--- src/rtl/noc_vc_input_buffer.sv ---
// Input buffer with one circular FIFO per virtual channel sharing a single storage array.
// One registered read per cycle. Sticky overflow/underflow flags clear only through reset.
module noc_vc_input_buffer #(
    parameter int DATA_W = 16,
    parameter int DEPTH  = 8,
    parameter int NUM_VC = 2
) (
    input  logic                      clk,
    input  logic                      reset,
    input  logic [DATA_W-1:0]         buf_data_i,
    input  logic                      buf_write_i,
    input  logic [$clog2(NUM_VC)-1:0] buf_wvc_i,
    input  logic                      buf_read_i,
    input  logic [$clog2(NUM_VC)-1:0] buf_rvc_i,
    output logic [DATA_W-1:0]         buf_data_o,
    output logic                      buf_valid_o,
    output logic [$clog2(NUM_VC)-1:0] buf_vc_o,
    output logic [NUM_VC-1:0]         buf_empty_o,
    output logic [NUM_VC-1:0]         buf_full_o,
    output logic [NUM_VC*($clog2(DEPTH)+1)-1:0] buf_count_o,
    output logic                      buf_overflow_o,
    output logic                      buf_underflow_o
);
    localparam int VC_W  = $clog2(NUM_VC);
    localparam int CNT_W = $clog2(DEPTH) + 1;
    localparam int AW    = CNT_W - 1;

    // Storage is addressed as {vc, slot}; sized to the full VC index space so every address is legal.
    logic [DATA_W-1:0] mem [(2**VC_W)*DEPTH];

    logic [NUM_VC-1:0] w_acc;
    logic [NUM_VC-1:0] r_acc;
    logic [AW-1:0]     wr_addr [NUM_VC];
    logic [AW-1:0]     rd_addr [NUM_VC];

    genvar gi;
    generate
        for (gi = 0; gi < NUM_VC; gi++) begin : g_vc
            logic [CNT_W-1:0] wr_ptr_reg;
            logic [CNT_W-1:0] rd_ptr_reg;
            logic             w_hit;
            logic             r_hit;

            assign w_hit = buf_write_i && (buf_wvc_i == VC_W'(gi));
            assign r_hit = buf_read_i  && (buf_rvc_i == VC_W'(gi));

            // Status comes from registered pointers only; acceptance uses the pre-edge state.
            assign buf_empty_o[gi] = (wr_ptr_reg == rd_ptr_reg);
            assign buf_full_o[gi]  = (wr_ptr_reg[AW-1:0] == rd_ptr_reg[AW-1:0]) &&
                                     (wr_ptr_reg[AW] != rd_ptr_reg[AW]);
            assign buf_count_o[gi*CNT_W +: CNT_W] = wr_ptr_reg - rd_ptr_reg;

            assign w_acc[gi]   = w_hit && !buf_full_o[gi];
            assign r_acc[gi]   = r_hit && !buf_empty_o[gi];
            assign wr_addr[gi] = wr_ptr_reg[AW-1:0];
            assign rd_addr[gi] = rd_ptr_reg[AW-1:0];

            always_ff @(posedge clk or negedge reset) begin
                if (!reset) begin
                    wr_ptr_reg <= '0;
                    rd_ptr_reg <= '0;
                end else begin
                    if (w_acc[gi]) wr_ptr_reg <= wr_ptr_reg + CNT_W'(1);
                    if (r_acc[gi]) rd_ptr_reg <= rd_ptr_reg + CNT_W'(1);
                end
            end
        end
    endgenerate

    always_ff @(posedge clk) begin
        if (|w_acc) mem[{buf_wvc_i, wr_addr[buf_wvc_i]}] <= buf_data_i;
    end

    // A request to a full/empty or nonexistent VC never sets its accept bit, so it lands here.
    always_ff @(posedge clk or negedge reset) begin
        if (!reset) begin
            buf_data_o      <= '0;
            buf_valid_o     <= 1'b0;
            buf_vc_o        <= '0;
            buf_overflow_o  <= 1'b0;
            buf_underflow_o <= 1'b0;
        end else begin
            buf_valid_o <= |r_acc;
            if (|r_acc) begin
                buf_data_o <= mem[{buf_rvc_i, rd_addr[buf_rvc_i]}];
                buf_vc_o   <= buf_rvc_i;
            end
            if (buf_write_i && !(|w_acc)) buf_overflow_o  <= 1'b1;
            if (buf_read_i  && !(|r_acc)) buf_underflow_o <= 1'b1;
        end
    end
endmodule

--- config.mk ---
export PLATFORM = sky130hd
export DESIGN_NAME = noc_vc_input_buffer
export DESIGN_NICKNAME = d
export VERILOG_FILES = /design/src/rtl/noc_vc_input_buffer.sv
export SDC_FILE = /design/constraint.sdc
export NUM_CORES = 1
export LEC_CHECK = 0
export CORE_UTILIZATION = 48
export CTS_CLUSTER_DIAMETER = 50
export DETAILED_ROUTE_END_ITERATION = 7
export GPL_ROUTABILITY_DRIVEN = 0
export PLACE_DENSITY_LB_ADDON = 0.08
export SLEW_MARGIN = 40
export SYNTH_ARGS = -nofsm -noshare
export SYNTH_HDL_FRONTEND = slang
export SYNTH_SLANG_ARGS = --single-unit
--- constraint.sdc ---
create_clock -name clk -period 4.9 [get_ports clk]
set_input_delay 0.98 -clock clk [delete_from_list [all_inputs] [get_ports clk]]
set_output_delay 0.98 -clock clk [all_outputs]
set_load 0.03 [all_outputs]
==> results of run 1 <==
==> per-stage QoR <==
stage / hold slack, ps / utilization, % / setup WS, ps / total power (W) / cell area, um2
after global placement: 449 / 53.4 / 1320 / 0.00630 / 12700
after floorplan: 498 / - / 1490 / 0.00526 / 11700
final: 467 / 58.2 / 772 / 0.00885 / 13800
after CTS: 470 / 58.2 / 814 / 0.00890 / 13800
after global routing: 484 / 58.2 / 640 / 0.00924 / 13800
after detailed placement: 458 / 53.5 / 1340 / 0.00637 / 12700
==> placed cells by master, fill, tap and decap left out, types with 3 or more instances in the layout <==
| cell type | count |
|---|---|
| a211oi_1 | 13 |
| a21o_1 | 3 |
| a21oi_1 | 22 |
| a22oi_1 | 13 |
| a31oi_1 | 4 |
| a32oi_1 | 3 |
| buf_4 | 26 |
| bufinv_16 | 3 |
| clkbuf_1 | 9 |
| clkbuf_16 | 37 |
| clkdlybuf4s50_1 | 51 |
| clkinv_2 | 6 |
| dfrtp_1 | 34 |
| edfxtp_1 | 256 |
| ha_1 | 10 |
| inv_1 | 17 |
| mux4_1 | 5 |
| mux4_2 | 27 |
| nand2_1 | 12 |
| nand3_1 | 4 |
| nand4_1 | 15 |
| nor2_1 | 10 |
| nor2b_1 | 4 |
| nor3_1 | 16 |
| nor3_2 | 8 |
| o21a_1 | 33 |
| o21ai_0 | 67 |
| o31ai_1 | 18 |
| o32a_1 | 15 |
| xnor2_1 | 15 |
| xor2_1 | 5 |
==> Yosys cell counts (2+ instances only) <==
cell      count
clkbuf_1     22
a211oi_1     13
buf_2        13
nand4_1      15
xor2_1        5
o21a_1       33
inv_1        18
o31ai_1      18
a32oi_1       3
nor2_1       12
a31oi_1       4
nor3_1       24
a22oi_1      13
mux2_2        2
a21o_1        3
and3_1        3
a21oi_1      22
xnor2_1      15
buf_6         5
o21ai_0      68
mux4_2       27
fa_1          2
edfxtp_1    256
ha_1         10
o32a_1       15
nand2_1      12
mux4_1        5
nand3_1       4
dfrtp_1      36
nor2b_1       4
==> area by class of cell <==
cell class | instances | area [um2]
Fill cell | 1812 | 9920
Inverter | 19 | 71.3
Clock buffer | 46 | 960
Sequential cell | 292 | 8590
Multi-Input combinational cell | 346 | 2890
Tap cell | 319 | 399
Clock inverter | 16 | 174
Timing Repair Buffer | 79 | 746
==> power by group <==
part | total, W | internal, W | switching, W
sequential | 0.00322 | 0.00302 | 0.000200
combinational | 0.00311 | 0.00118 | 0.00193
clock | 0.00252 | 0.00155 | 0.000979
total | 0.00885 | 0.00574 | 0.00311
==> routing by layer <==
layer	global-route usage [%]	routed length (um)	vias to the layer above	share of wire, %
li1	-	-	2959	-
met1	33.7	12400	3530	41
met2	41.3	14600	313	49
met3	4.52	2270	49	7.6
met4	8.06	695	0	2.3
met5	0	0	-	0
==> critical path: cells and delay by family (launching register included) <==
kind / cells / cell delay [ps]
buf+inv: 2 / 1350
simple gates: 2 / 320
fa+ha+maj: 1 / 630
flops: 1 / 350
==> how the worst min path moves through the flow <==
stage | start | end | slack (ps) | cells past startpoint
2_1_floorplan | g_vc[0].wr_ptr_reg[3] | g_vc[0].wr_ptr_reg[3] | 500 | 1
3_3_place_gp | buf_overflow_o | buf_overflow_o | 450 | 1
3_5_place_dp | buf_overflow_o | buf_overflow_o | 460 | 1
4_1_cts | buf_overflow_o | buf_overflow_o | 470 | 1
5_1_grt | buf_overflow_o | buf_overflow_o | 480 | 1
6_report | buf_overflow_o | buf_overflow_o | 470 | 1
==> cells by family (layout without fill, tap and decap cells) <==
family	count (synthesis)	in the layout
flops	292	292
fa+ha+maj	12	12
simple gates	80	80
xor+xnor	20	20
mux	35	35
buf+inv	62	160
compound gates	199	199
==> metrics.yaml, run 1 <==
routing:
  drtPass1Iterations: 5
  drc: 0
  viasPerCell: 6.13
  vias: 6851
  ant_nets: 0
  wl_mm: 29.9
  wl_per_cell_um: 26.8
  first_iter_violations: 622
clock_tree:
  path_clk_slew_ps: 50
  clock_sinks: 292
  cts-resized-gates: 0
  ctsHtreeMaxLevel: 2
  postCtsSetupBuffers: 0
  cts_tree: "done"
  cts_hold_buf: 0
  cts_inserted_buffers: 35
  cts_buffer_depth: 3
  clk_latency_ps: 510
  clockRootBuffer: "clkbuf_16"
floorplanning:
  die_h_um: 158
  rows: 56
  core_mm2: 0.0238
  pin_count: 54
  initial_core_util_pct: 49.4
  die_w_um: 158
  dieArea_mm2: 0.0251
final_layout:
  syn_to_final_growth_pct: 17.9
  nNetsFinal: 807
  diodes: 0
  drive_above_1_share_pct: 16.0
  largest_register_ffs: 256
  final_cells: 1117
worst_setup_path:
  reg2reg_slack_ps: 1510
  cp-end-kind: "output pin"
  rr_startpoint: "g_vc[0].rd_ptr_reg[1]"
  cp_max_fo: 19
  startpoint: "g_vc[0].rd_ptr_reg[1]"
  r2r_cells: 6
  slowest_delay_ps: 680
  crit_arrival_ps: 3150
  crit_required_ps: 3920
  startpoint_type: "flop"
  slowest_stage: "clkinv_1"
  path_class: "reg2out"
  reg2reg_to: "mem[7][5]"
  worstSetupEndpoint: "buf_empty_o[0]"
  path_cells: "clkinv_1 -> ha_1 -> nand3_1 -> nor2_1 -> clkdlybuf4s50_1"
yosys:
  yosys_warnings: 0
  syn-num-nets: 734
  syn_area_per_cell_um2: 16.8
  ys_ff_latch: 292
  synth_ff_type: "edfxtp_1"
  synth_adder_area_share_pct: 1.41
  muxShareOfSynthArea_pct: 6.58
  yosys.area.top_type: "edfxtp_1"
  synth.area.top_cells: "edfxtp_1 (66%), dfrtp_1 (7.7%), mux4_2 (5.2%), o21ai_0 (2.9%), o21a_1 (2.1%)"
  synth_compound_area_share_pct: 11.2
  async_reset_ff_share_pct: 12.3
  synth_edf_count: 256
  synth_top_cell_area_share_pct: 65.5
  yosys.area_share.xor_xnor_pct: 1.49
  yosysSeqAreaShare_pct: 73.2
  synth_top_family_by_area: "compound AO/OA/AOI/OAI gates"
  synthCells: 700
  synth.cell_area_mm2: 0.0117
  synthSimpleGateAreaFrac_pct: 3.51
  synth.distinct_cells: 48
grt:
  antenna_found_initial: 0
  grt_pass1_wl_mm: 43.8
  grt_pass1_vias: 6933
  track_usage_pct: 25.0
  grt_max_degree: 38
  gr-total-overflow: 0
placement:
  dp_cells: 1055
  hpwlAfterDp_mm: 16.5
  io_buffer_count: 53
sta:
  worstMarginPinSlew_ps: 905
  finalHoldViolCount: 0
  fin_skew_ps: 12.2
  setup_tns_ps: 0
  relSlewSlack_pct: 39.7
  post-route-period-util_pct: 84.2
  fmax_ghz: 0.242
  rsz0062_at_grt: "no"
  setup_violations: 0
  period_needed_ps: 4130
  slew_violations: 0
power_and_ir_drop:
  p_per_area_mw_per_mm2: 640
  total_leakage_power_nw: 4.55
  vdd_ir_drop_max_v: 0.000626
flow_run:
  drv_cap: 0
hold_path:
  hold_path.class: "reg2reg"
status:
  status: "complete, no violations"
(Power assumes the default switching activity.)
==> run 2, diff against run 1 <==
Clock period 4.9 ns to 4 ns, I/O delays scaled along.
==> run 2 against run 1 <==
Against the previous run: worst setup slack worse by 96 ps; register-to-register slack worse by 580 ps; critical path type unchanged; clock skew is 4.2 ps higher; worst hold slack worse by 170 ps.
==> metrics.yaml, run 2 (synthesis results as in run 1) <==
sta:
  finalHoldViolCount: 0  # unchanged
  period_needed_ps: 3320
  relSlewSlack_pct: 45.8  # +6.1 points
  setup_violations: 0  # unchanged
  fin_skew_ps: 16.4  # +4.18 ps
  worstMarginPinSlew_ps: 813  # -91.5 ps
  rsz0062_at_grt: "no"
  fmax_ghz: 0.301
  setup_tns_ps: 0  # unchanged
  post-route-period-util_pct: 83.1
  slew_violations: 0  # unchanged
final_layout:
  final_common_cell: "edfxtp_1"
  diodes: 0  # unchanged
  seq_area_mm2: 0.00859  # unchanged
  syn_to_final_growth_pct: 18.2
  largest_register_ffs: 256  # unchanged
  fillers: 1774  # -2.1%
  drive_above_1_share_pct: 17.4  # +1.3 points
  nNetsFinal: 815  # +0.99%
  multi_input_area_mm2: 0.00289  # -0.22%
  layout_common_cells: "edfxtp_1 (256), o21ai_0 (67), clkdlybuf4s50_1 (46)"
floorplanning:
  dieArea_mm2: 0.0251  # unchanged
  initial_core_util_pct: 49.4  # unchanged
  core_mm2: 0.0238  # unchanged
  die_w_um: 158  # unchanged
  die_h_um: 158  # unchanged
  pin_count: 54  # unchanged
  rows: 56  # unchanged
worst_setup_path:
  rr_startpoint: "g_vc[1].rd_ptr_reg[1]"
  cp-end-kind: "output pin"
  crit_required_ps: 3200  # -720 ps
  startpoint_type: "flop"
  cp_max_fo: 35  # +16
  path_class: "reg2out"
  startpoint: "g_vc[1].rd_ptr_reg[1]"
  crit_arrival_ps: 2520  # -630 ps
power_and_ir_drop:
  p_per_area_mw_per_mm2: 784  # +23%
  vdd_ir_drop_max_v: 0.000735  # +17%
  totalPowerFinal_w: 0.0109  # +23%
  swShare_pct: 35.3  # +0.16 points
  internal_power_w: 0.00704  # +23%
  total_leakage_power_nw: 4.60  # +1.1%
  pwr-share-seq_pct: 36.2  # -0.2 points
  p_clk_share_pct: 28.5  # about the same
  power_frac_comb_pct: 35.3  # +0.2 points
  power_switching_w: 0.00384  # +23%
clock_tree:
  clockRootBuffer: "clkbuf_16"
  cts_inserted_buffers: 34  # -2.9%
  path_clk_slew_ps: 60  # about the same
  cts_tree: "done"
  clk_latency_ps: 510  # about the same
  cts-resized-gates: 0  # unchanged
  postCtsSetupBuffers: 0  # unchanged
  clock_sinks: 292  # unchanged
  ctsHtreeMaxLevel: 2  # unchanged
  cts_buffer_depth: 3  # unchanged
  cts_hold_buf: 0  # unchanged
routing:
  drc: 0  # unchanged
  wl_per_cell_um: 27.7  # +3.4%
  ant_nets: 0  # unchanged
  wl_mm: 31.2  # +4.1%
  vias: 6961  # +1.6%
  first_iter_violations: 821  # +32%
  viasPerCell: 6.19  # +0.88%
  drtPass1Iterations: 5  # unchanged
status:
  status: "complete, no violations"
flow_run:
  drv_cap: 0  # unchanged
placement:
  io_buffer_count: 53  # unchanged
  hpwlAfterDp_mm: 16.7  # +1.2%
grt:
  grt_pass1_vias: 6983  # +0.72%
  antenna_found_initial: 1  # +1
  gr-total-overflow: 0  # unchanged
  grt_max_degree: 39  # +2.6%
  grt_pass1_wl_mm: 45.5  # +3.8%
  track_usage_pct: 26.0  # +1.0 points
hold_path:
  hold_path.class: "in2async"
==> run 2: path summary, 6_finish.rpt <==
path / end / slack (ps) / depth (start not counted)
worst min-delay path: buf_data_o[8] / 300 / 1
worst max-delay path: buf_count_o[7] / 680 / 7
max in group asynchronous: g_vc[1].rd_ptr_reg[0] / 3270 / 1
worst max register to register: mem[12][12] / 930 / 8
min in group clk: buf_vc_o / 480 / 1
worst min register to register: buf_vc_o / 480 / 1
==> run 2: cell type report <==
| class | count | area share, % |
|---|---|---|
| flip-flops and latches | 292 | 61.9 |
| well taps | 319 | 2.88 |
| inverters | 19 | 0.514 |
| clock buffers | 47 | 7.00 |
| clock inverters | 14 | 1.20 |
| multi-input cells | 346 | 20.8 |
| repair buffers | 88 | 5.68 |
==> run 2: power by group through the flow <==
stage	clock network, W	logic, W	registers, W
after detailed placement	0	0.00384	0.00400
after floorplan	0	0.00236	0.00408
after global placement	0	0.00379	0.00399
after CTS	0.00313	0.00385	0.00394
final	0.00310	0.00384	0.00394
after global routing	0.00324	0.00410	0.00397
==> run 2: critical path, stage by stage, from the launching register on <==
cell,delay (ps)
dfrtp_1,370
buf_4,520
inv_1,140
ha_1,340
a21o_1,170
a21oi_1,170
xnor2_1,140
buf_4,180
==> run 2: through the flow <==
step | utilization [%] | hold WS, ps | setup WS [ps] | cells | instance area (um2)
final | 58.4 | 301 | 676 | 1125 | 13900
after floorplan | - | 498 | 588 | 700 | 11700
after global placement | 53.6 | 452 | 943 | 1064 | 12700
after detailed placement | 53.6 | 467 | 880 | 1064 | 12700
after CTS | 58.4 | 310 | 647 | 1125 | 13900
after global routing | 58.4 | 332 | 516 | 1125 | 13900
==> run 2: metal layers <==
metal	GRT usage, %	wire length (um)	part of all wire, %	up-vias
li1	-	-	-	2987
met1	36.6	13200	42	3594
met2	41.7	14600	47	321
met3	4.00	2580	8.3	57
met4	8.56	773	2.5	2
met5	0	13	0.042	-
